<file path="src/rtl/multiplexer_rr_n.sv">
// rtl/multiplexer_rr_n.sv - N-input registered mux/arbiter, static-select or round-robin
module multiplexer_rr_n #(
  parameter int NR_OF_INPUTS   = 4,
  parameter int NR_OF_BITS     = 32,
  parameter int NR_OF_SEL_BITS = 2
) (
  input  logic                                 Clock,
  input  logic                                 nReset,
  input  logic                                 Enable,
  input  logic                                 Mode,
  input  logic [NR_OF_SEL_BITS-1:0]            Sel,
  input  logic [NR_OF_INPUTS*NR_OF_BITS-1:0]   MuxIn,
  input  logic [NR_OF_INPUTS-1:0]              InValid,
  output logic [NR_OF_INPUTS-1:0]              InReady,
  output logic [NR_OF_BITS-1:0]                MuxOut,
  output logic                                 OutValid,
  input  logic                                 OutReady,
  output logic [NR_OF_SEL_BITS-1:0]            GrantIdx
);

  localparam int N  = NR_OF_INPUTS;
  localparam int W  = NR_OF_BITS;
  localparam int SW = NR_OF_SEL_BITS;

  logic [W-1:0]  mux_out_q;
  logic          out_valid_q;
  logic [SW-1:0] grant_idx_q;
  logic [SW-1:0] ptr_q;

  logic          slot_free;
  logic          grant_valid;
  logic [SW-1:0] grant_idx;
  logic [N-1:0]  req_rot;
  logic [W-1:0]  grant_word;
  logic          transfer;

  // (base + offs) mod N, valid for base < N and offs <= N
  function automatic logic [SW-1:0] wrap_add(input logic [SW-1:0] base, input int offs);
    int sum;
    sum = int'(base) + offs;
    if (sum >= N) sum = sum - N;
    return SW'(sum);
  endfunction

  assign slot_free = ~out_valid_q | OutReady;

  // Requests rotated so bit j is channel (ptr + j) mod N
  assign req_rot = N'({InValid, InValid} >> ptr_q);

  always_comb begin
    grant_valid = 1'b0;
    grant_idx   = '0;
    if (Enable && slot_free) begin
      if (!Mode) begin
        for (int i = 0; i < N; i++) begin
          if (SW'(i) == Sel && InValid[i]) begin
            grant_valid = 1'b1;
            grant_idx   = SW'(i);
          end
        end
      end else begin
        for (int j = 0; j < N; j++) begin
          if (!grant_valid && req_rot[j]) begin
            grant_valid = 1'b1;
            grant_idx   = wrap_add(ptr_q, j);
          end
        end
      end
    end
  end

  always_comb begin
    InReady    = '0;
    grant_word = '0;
    for (int i = 0; i < N; i++) begin
      if (SW'(i) == grant_idx) begin
        InReady[i] = grant_valid & nReset;
        grant_word = MuxIn[i*W +: W];
      end
    end
  end

  assign transfer = |(InReady & InValid);

  always_ff @(posedge Clock or negedge nReset) begin
    if (!nReset) begin
      mux_out_q   <= '0;
      out_valid_q <= 1'b0;
      grant_idx_q <= '0;
      ptr_q       <= '0;
    end else begin
      if (transfer) begin
        mux_out_q   <= grant_word;
        grant_idx_q <= grant_idx;
        out_valid_q <= 1'b1;
        if (Mode) ptr_q <= wrap_add(grant_idx, 1);
      end else if (out_valid_q && OutReady) begin
        out_valid_q <= 1'b0;
      end
    end
  end

  assign MuxOut   = mux_out_q;
  assign OutValid = out_valid_q;
  assign GrantIdx = grant_idx_q;

endmodule

</file>
<file path="config.mk">
export PLATFORM = sky130hd
export DESIGN_NAME = multiplexer_rr_n
export DESIGN_NICKNAME = d
export VERILOG_FILES = /design/src/rtl/multiplexer_rr_n.sv
export SDC_FILE = /design/constraint.sdc
export NUM_CORES = 1
export LEC_CHECK = 0
export ABC_AREA = 1
export BUFFER_PORTS_ARGS = -buffer_cell sky130_fd_sc_hd__clkbuf_2
export CAP_MARGIN = 20
export CORE_MARGIN = 2
export CORE_UTILIZATION = 48
export DETAILED_ROUTE_END_ITERATION = 10
export GPL_ROUTABILITY_DRIVEN = 0
export PLACE_DENSITY_LB_ADDON = 0.15
export SETUP_SLACK_MARGIN = 0.15
export SLEW_MARGIN = 25
export SYNTH_ARGS = -nofsm -noshare
export SYNTH_HDL_FRONTEND = slang
export SYNTH_SLANG_ARGS = --single-unit
</file>
<file path="constraint.sdc">
create_clock -name Clock -period 5.2 [get_ports Clock]
set_input_delay 1.04 -clock Clock [delete_from_list [all_inputs] [get_ports Clock]]
set_output_delay 1.04 -clock Clock [all_outputs]
set_load 0.02 [all_outputs]
</file>
Word-level counts from Yosys, hierarchy flattened. Cells that the tools add are included.

$add $sub $neg: 9. Magnitude comparators: 5. Equal/unequal tests: 6. Shift operators: 1. Mux-type cells: 40. Bitwise logic cells: 4. Reduce and logical (&&, ||, !) cells: 17.

Operators by type and width (number): $mux 32 (4); $mux 2 (13); $mux 1 (23); $ge 3x3->1 const B (4); $sub 2x1->2 const B (5); $logic_and 1x1->1 (9); $eq 2x2->1 const A (4); $shr 8x2->4 (1); $add 2x1->3 const B (2); $add 2x2->3 const B (2); $and 4x4->4 (1); $eq 1x2->1 const A (2); $logic_not 2->1 (2); $reduce_or 4->1 (1); $ge 2x3->1 const B (1); $logic_not 1->1 (3); $reduce_and 2->1 (1); $reduce_bool 2->1 (1); $and 1x1->1 (1); $not 1->1 (1); $or 1x1->1 (1).

Register bits after elaboration: 37. Bits of input ports: 139. Output and inout bits: 39. Logic and storage cells: 86.

Depth between registers and ports, before layout. Gate-level depths: netlist (run 1).

Depth after elaboration: 24. Depth in mapped cells: 22. Gate-level depth less buffers: 19.

Least setup slack after synthesis (run 1). No wires, ideal clock.

Path kind: input port to output port. From: in InValid[3]. To: out InReady[3]. Data arrival time: 2943 ps. Required time: 4160 ps. Slack: 1217 ps. Cell stages on the path: 16. Buffers on the path: 2. Cell sequence: inv_1 nand2_2 nand3_2 nand2_4 nor2_4 nand3_1 nand2_1 nand2_1 nand2_1 nand3_1 inv_1 ha_1 clkbuf_1 clkbuf_1 inv_1 nor2_1.

Longest elaborated chain between the ends: 21. Elaborated cells on any way between the ends: 31. Those cells by class: eq/ne: 1; shift: 1; mux: 21; bitwise: 1; reduce/logical: 7.

Ends and longest elaborated chain: start, declared (RTL line 13) `input logic [NR_OF_INPUTS-1:0] InValid,`; $shr 8x2->4 (RTL line 48) `assign req_rot = N'({InValid, InValid} >> ptr_q);`; $mux 1 (RTL line 63) `if (!grant_valid && req_rot[j]) begin`; $mux 1 (RTL line 54) `if (!Mode) begin`; $mux 1 (RTL line 53) `if (Enable && slot_free) begin`; $logic_not 1->1 (RTL line 63); $logic_and 1x1->1 (RTL line 63); $mux 1 (RTL line 63); $mux 1 (RTL line 54); [6 not listed]; $logic_not 1->1 (RTL line 63); $logic_and 1x1->1 (RTL line 63); $mux 2 (RTL line 63); $mux 2 * (RTL line 54); $mux 2 * (RTL line 53); named net grant_idx[0] (RTL line 32) `logic [SW-1:0] grant_idx;`; $eq 2x2->1 * (RTL line 76) `if (SW'(i) == grant_idx) begin`; $mux 1 * (RTL line 76); end, declared (RTL line 14) `output logic [NR_OF_INPUTS-1:0] InReady,`.

The timed path passes the listed nets; every way through them passes the cells marked *. The select of a mux whose other input is x is not followed.

Worst setup path in the final report (run 1).
From: in InValid[3]. To: out InReady[2].

The elaborated chain is that of the path after synthesis.

==> results of run 1 <==
-- final cells by class --
class                      count  share of cell area, %
multi-input combinational    370                   44.8
tap                           75                   2.39
sequential                    37                   23.6
clock buffer                   5                   1.75
inverter                      19                   1.88
clock inverter                 3                   1.66
timing repair buffer         184                   23.9
-- metal layers --
layer	track usage (%)	vias to the layer above	part of all wire, %
met4	6.83	0	1.1
li1	-	1814	-
met2	49.8	151	51
met3	5.11	8	8.2
met1	30.8	1572	40
met5	0	-	0
-- flip-flops by register name, indices dropped and copies added (netlist names) --
| register | cells |
|---|---|
| ptr_q | 2 |
| MuxOut | 32 |
| OutValid | 1 |
| GrantIdx | 2 |
-- cells in the mapped netlist, types with 2 or more instances --
cell,count
nand2_1,166
o21ai_0,69
nand3_1,47
dfrtp_1,37
a21oi_1,33
nand2_2,26
clkbuf_1,23
inv_1,16
nor2_1,10
buf_6,5
nand4_1,5
ha_1,4
nand3_2,4
buf_1,2
buf_12,2
inv_2,2
-- through the flow --
stage | worst slack (ps) | hold WS, ps | total power [mW] | std cells | utilization, %
floorplan | 1220 | 577 | 1.23 | 459 | -
global placement | 1120 | 465 | 1.51 | 685 | 64.0
detailed placement | 1040 | 465 | 1.53 | 685 | 64.0
CTS | 1030 | 485 | 1.83 | 693 | 66.3
global route | 784 | 509 | 1.98 | 693 | 66.3
finish | 1000 | 487 | 1.82 | 693 | 66.3
-- worst min-delay path, stage by stage, from the launching register on --
cell and delay [ps]:
dfrtp_1 350, nand2_1 60, nand2_1 50
-- cells by family (layout without fill, tap and decap cells) --
| logic type | after synthesis | count (layout) | share of synthesized area (%) |
|---|---|---|---|
| AO/OA/AOI/OAI | 104 | 104 | 17.8 |
| buffers and inverters | 52 | 211 | 9.11 |
| XOR/XNOR | 1 | 1 | 0.297 |
| flip-flops | 37 | 37 | 31.4 |
| adder cells (fa/ha/maj) | 4 | 4 | 1.70 |
| AND/OR/NAND/NOR | 261 | 261 | 39.7 |
-- how the worst max path moves through the flow --
stage | start | to | slack (ps) | cells past startpoint
after floorplan | InValid[3] | InReady[3] | 1220 | 16
after global placement | InValid[3] | InReady[2] | 1120 | 14
after detailed placement | InValid[3] | InReady[2] | 1040 | 14
after CTS | InValid[3] | InReady[2] | 1030 | 14
after global routing | InValid[3] | InReady[2] | 780 | 14
final | InValid[3] | InReady[2] | 1000 | 14
-- power groups by stage --
stage	Clock, mW	Sequential (mW)	Combinational (mW)
final	0.292	0.507	1.03
after CTS	0.296	0.506	1.03
after global placement	0	0.505	1.00
after floorplan	0	0.623	0.610
after detailed placement	0	0.507	1.03
after global routing	0.309	0.526	1.14
==> metrics.md, run 1 <==
| Metric | Value |
|---|---|
| Total track usage | `26.6%` |
| CP Capture Type | `output pin` |
| # hold bufs at CTS | `0` |
| Initial Util | `49.9%` |
| Buf/Inv on CP | `4` |
| Area of the multi-input gates | `0.00176 mm^2` |
| RSZ-0062 raised after global routing | `no` |
| Reg-to-Reg Start | `ptr_q[0]$_DFFE_PN0P_` |
| Hold path cells | `2` |
| Post-Syn Area | `0.00295 mm^2` |
| HP Start | `MuxOut[13]$_DFFE_PN0P_` |
| Switching Fraction | `47.0%` |
| Critical path's top delay family | `simple AND/OR/NAND/NOR gates` |
| PwrDens | `465 mW/mm^2` |
| Maximum vdd drop | `231 uV` |
| Num CTS Buffers | `5` |
| GR Overflow Total | `0` |
| Synth area leader | `dfrtp_1` |
| Global-route wire length before repair | `14.0 mm` |
| PostCTS Resize Cnt | `0` |
| Vias in the first global route | `3149` |
| Tmin final | `4200 ps` |
| Iter 0 DRT Violations | `139` |
| Die X-Extent | `82.4 um` |
| Core Area | `0.00592 mm^2` |
| Die area | `0.00679 mm^2` |
| DRC Markers | `0` |
| Asr flop ratio synth | `100%` |
| Num ports | `178` |
| Port Buffers | `177` |
| Finished Cell Area | `0.00393 mm^2` |
| Hold Crit Class | `reg2reg` |
| Syn Area/Cell | `6.43 um^2` |
| Final HPWL DP | `6.70 mm` |
| Clock tree from TritonCTS | `done` |
| Fillers | `559` |
| WL final | `9.02 mm` |
| Number of H-tree levels | `2` |
| Worst setup SP type | `input port` |
| CP cell instances | `clkbuf_2, inv_1, nand2_2, nand3_2, nand2_4, nor2_4, nand3_1, o21ai_0, nor2_1, nor2_1, ha_1, inv_1, nor2_1, clkbuf_2` |
| Commonest non-fill, non-tap cell in the layout | `clkbuf_2` |
| Root Buffer | `clkbuf_8` |
| CP dominant cell by count | `nor2_1` |
| Sequential area share after synthesis | `31.4%` |
| R2r worst-path depth | `15` |
| Hold EP | `MuxOut[13]$_DFFE_PN0P_` |
| WL/cell | `13.0 um` |
| Initial antenna violation count | `0` |
| Worst-Margin Slew | `665 ps` |
| Setup violators final | `0` |
| Worst-Skew Late Latency | `290 ps` |
| Reg clk slew, reported paths | `70 ps` |
| Status | `finished, final reports clean` |
| Diode count | `0` |
| Buffers from clock root to sink, at most | `2` |
| EDFF count, synth | `0` |
| Crit path max fanout | `17` |
| NetSw | `858 uW` |
| Dominant synthesized flop cell | `dfrtp_1` |
| Cells after Synth | `459` |
| Gate power share | `56.2%` |
| Postcts setup bufs | `0` |
| Worst Clk Skew | `1.56 ps` |
| Via/cell ratio | `5.12` |
| Clock Power Share | `16.0%` |
| Antenna-violating nets left | `0` |
| Chip height | `82.4 um` |
| Drt first pass iters | `4` |
| Static Leakage | `2.23 nW` |
| Std cell rows | `28` |
| CP arrival | `3160 ps` |
| Reg2reg end | `ptr_q[1]$_DFFE_PN0P_` |
| Tcrit/Tclk final | `80.7%` |
| Synth top area cells | `dfrtp_1 31%, nand2_1 21%, o21ai_0 12%` |
| Post-synth top area share | `31.4%` |
| Slew Limit Fails | `0` |
| Area growth from synthesis to final layout | `33.0%` |
| YS warnings | `0` |
| Crit Path Class | `in2out` |
| R2r setup slk | `1820 ps` |
| Crit-path max cell delay | `590 ps` |
| Post-DP Area | `0.00379 mm^2` |
| Max-cap violations | `0` |
| Post-synthesis cell type count | `24` |
| CP max stage cell | `ha_1` |
| Internal power | `966 uW` |
| CP Data Required Time | `4160 ps` |
| TNS Setup | `0 ps` |
| Register share of total power | `27.8%` |
| Max_slew headroom | `55.5%` |
| Flops & latches, synth | `37` |
| Area occupied by registers | `926 um^2` |
| Fraction of layout cells with a size suffix above 1 | `37.1%` |
| CTS sink cnt | `37` |
| Largest net degree at the start of global routing | `47` |
| Hold Vio Cnt, Final | `0` |
| Syn nets | `602` |
| Commonest cells after routing, fill and taps aside | `177 x clkbuf_2, 166 x nand2_1, 69 x o21ai_0, 47 x nand3_1, 37 x dfrtp_1` |
| FMAX | `238 MHz` |
| Nets | `760` |
| Vias | `3545` |
Note: power is estimated with default switching activity, not from simulation.
==> inputs of run 2 (changes only) <==
Settings changed: CORE_UTILIZATION 48 to 44.
Clock period 5.2 ns to 4.2 ns, I/O delays scaled along.
==> metrics.md, run 2 (same netlist as run 1, synthesis figures left out) <==
| Metric | Value |
|---|---|
| Commonest cells after routing, fill and taps aside | `177 x clkbuf_2, 166 x nand2_1, 69 x o21ai_0, 47 x nand3_1, 37 x dfrtp_1` |
| Static Leakage | `2.22 nW (-0.59%)` |
| Initial Util | `46.0% (-3.9 points)` |
| Num CTS Buffers | `5 (unchanged)` |
| Commonest non-fill, non-tap cell in the layout | `clkbuf_2` |
| Worst-Margin Slew | `751 ps (+86.0 ps)` |
| Reg clk slew, reported paths | `70 ps (about the same)` |
| CP Launch Point | `InValid[1]` |
| WL/cell | `13.1 um (+0.54%)` |
| Switching Fraction | `49.1% (+2.1 points)` |
| GR Overflow Total | `0 (unchanged)` |
| R2r setup slk | `840 ps (-980 ps)` |
| Internal power | `1.09 mW (+13%)` |
| Hold Vio Cnt, Final | `0 (unchanged)` |
| Chip height | `85.9 um (+4.2%)` |
| Nets | `762 (+0.26%)` |
| Setup violators final | `0 (unchanged)` |
| Via/cell ratio | `5.11 (about the same)` |
| Drt first pass iters | `4 (unchanged)` |
| R2r worst-path depth | `17 (+2)` |
| Crit path to | `InReady[0]` |
| # hold bufs at CTS | `0 (unchanged)` |
| CP arrival | `2860 ps (-300 ps)` |
| Largest net degree at the start of global routing | `39 (-17%)` |
| Hold Crit Class | `reg2reg` |
| Buffers from clock root to sink, at most | `2 (unchanged)` |
| DRC Markers | `0 (unchanged)` |
| Diode count | `0 (unchanged)` |
| Maximum vdd drop | `230 uV (-0.73%)` |
| Max reg flops | `32 (unchanged)` |
| WL met1 | `3.78 mm (+4.4%)` |
| Gate power share | `59.3% (+3.1 points)` |
| Hold_ws | `482 ps (-4.68 ps)` |
| Clock tree from TritonCTS | `done` |
| PwrDens | `552 mW/mm^2 (+19%)` |
| Crit path max fanout | `19 (+2)` |
| Fillers | `620 (+11%)` |
| Max Used Layer | `met4` |
| Tcrit/Tclk final | `88.2%` |
| Num ports | `178 (unchanged)` |
| Clock Power Share | `11.3% (-4.7 points)` |
| Antenna-violating nets left | `0 (unchanged)` |
| Vias | `3557 (+0.34%)` |
| Crit Path Class | `in2out` |
| Total power | `2.15 mW (+18%)` |
| Register share of total power | `29.5% (+1.7 points)` |
| Area growth from synthesis to final layout | `32.0%` |
| WL final | `9.11 mm (+0.98%)` |
| Global-route wire length before repair | `14.5 mm (+3.4%)` |
| Max_slew headroom | `49.9% (-5.6 points)` |
| Critical path's top delay family | `simple AND/OR/NAND/NOR gates` |
| Die area | `0.00738 mm^2 (+8.6%)` |
| CP Capture Type | `output pin` |
| Status | `finished, final reports clean` |
| CP max stage cell | `ha_1` |
| Max-cap violations | `0 (unchanged)` |
| Buf/Inv on CP | `4 (unchanged)` |
| Root Buffer | `clkbuf_8` |
| CTS sink cnt | `37 (unchanged)` |
| Port Buffers | `177 (unchanged)` |
| Number of H-tree levels | `2 (unchanged)` |
| FMAX | `270 MHz` |
| Worst path depth | `15 (+1)` |
| Final HPWL DP | `6.89 mm (+2.8%)` |
| TNS Setup | `0 ps (unchanged)` |
| Iter 0 DRT Violations | `83 (-40%)` |
| PostCTS Resize Cnt | `0 (unchanged)` |
| Reg2reg end | `ptr_q[0]$_DFFE_PN0P_` |
| Fraction of layout cells with a size suffix above 1 | `37.0% (-0.060 points)` |
| Std cell rows | `29 (+3.6%)` |
| Worst-Skew Late Latency | `280 ps (about the same)` |
| Die X-Extent | `85.9 um (+4.2%)` |
| NetSw | `1.05 mW (+23%)` |
| Worst Clk Skew | `5.47 ps (+3.91 ps)` |
| WL met3 | `620 um (-17%)` |
| CP Data Required Time | `3360 ps (-800 ps)` |
| Slew Limit Fails | `0 (unchanged)` |
| Tmin final | `3700 ps` |
| Crit-path max cell delay | `680 ps (+90 ps)` |
| Core Area | `0.00642 mm^2 (+8.5%)` |
| RSZ-0062 raised after global routing | `no` |
| CP dominant cell by count | `nand2_1` |
| Vias in the first global route | `3303 (+4.9%)` |
| WL met2 | `4.57 mm (+0.26%)` |
| Total track usage | `24.1% (-2.5 points)` |
| Initial antenna violation count | `0 (unchanged)` |
| Worst setup SP type | `input port` |
| CP cell instances | `clkbuf_2, inv_1, nand2_1, nand3_2, nand2_4, a21oi_1, nor2_1, nand2_1, nand2_1, nand2_1, nand3_1, ha_1, inv_1, nor2_1, clkbuf_2` |
| Reg-to-Reg Start | `ptr_q[0]$_DFFE_PN0P_` |
| Postcts setup bufs | `0 (unchanged)` |
==> run 2: cell types whose count changed in the layout (fill, tap and decap cells not counted) <==
cell and change:
clkbuf_1 +1, clkinv_2 -1, buf_4 +2, clkbuf_8 +1
bufinv_16 -2
==> run 2: how the worst min path moves through the flow <==
stage / from / cells after the start / to
after global routing: MuxOut[22]$_DFFE_PN0P_ / 2 / MuxOut[22]$_DFFE_PN0P_
after floorplan: nReset / 0 / GrantIdx[0]$_DFFE_PN0P_
final: MuxOut[14]$_DFFE_PN0P_ / 2 / MuxOut[14]$_DFFE_PN0P_
after CTS: MuxOut[22]$_DFFE_PN0P_ / 2 / MuxOut[22]$_DFFE_PN0P_
after global placement: MuxOut[14]$_DFFE_PN0P_ / 2 / MuxOut[14]$_DFFE_PN0P_
after detailed placement: MuxOut[19]$_DFFE_PN0P_ / 2 / MuxOut[19]$_DFFE_PN0P_
==> run 2: worst register-to-register path: stages (launching register included) <==
cell	delay (ps)
dfrtp_1	570
inv_4	70
nand2_2	100
nand3_2	100
nand2_4	110
a21oi_1	70
nor2_1	100
nand2_1	50
nand2_1	60
nand2_1	50
nand3_1	160
ha_1	680
nand4_1	200
nand2_2	200
inv_2	50
nand2_2	450
nand3_1	160
nand2_1	100
==> run 2: stage by stage <==
stage                     instances  setup WS [ps]  utilization, %  area (um^2)
after floorplan                 459            617               -         2950
after global placement          689            577            59.3         3810
after detailed placement        689            494            59.3         3810
after CTS                       696            509            60.6         3890
after global routing            696            247            60.6         3890
final                           696            495            60.6         3890
==> run 2: power groups by stage <==
stage / clock, mW / sequential (mW) / combinational, mW
2_1_floorplan: 0 / 0.771 / 0.756
3_3_place_gp: 0 / 0.631 / 1.25
3_5_place_dp: 0 / 0.630 / 1.28
4_1_cts: 0.251 / 0.631 / 1.28
5_1_grt: 0.267 / 0.648 / 1.42
6_report: 0.242 / 0.633 / 1.27
==> run 2: layer usage <==
metal | vias up | global-route usage [%]
met3 | 14 | 4.72
met4 | 0 | 7.22
met2 | 138 | 43.6
met1 | 1584 | 28.7
met5 | - | 0
li1 | 1821 | -
==> run 2: layout make-up <==
cell class	count	area, um^2	share of cell area [%]
clock buffer	7	86.3	2.22
inverter	19	73.8	1.90
multi-input combinational	370	1760	45.2
sequential	37	926	23.8
tap	77	96.3	2.47
timing repair buffer	186	953	24.5
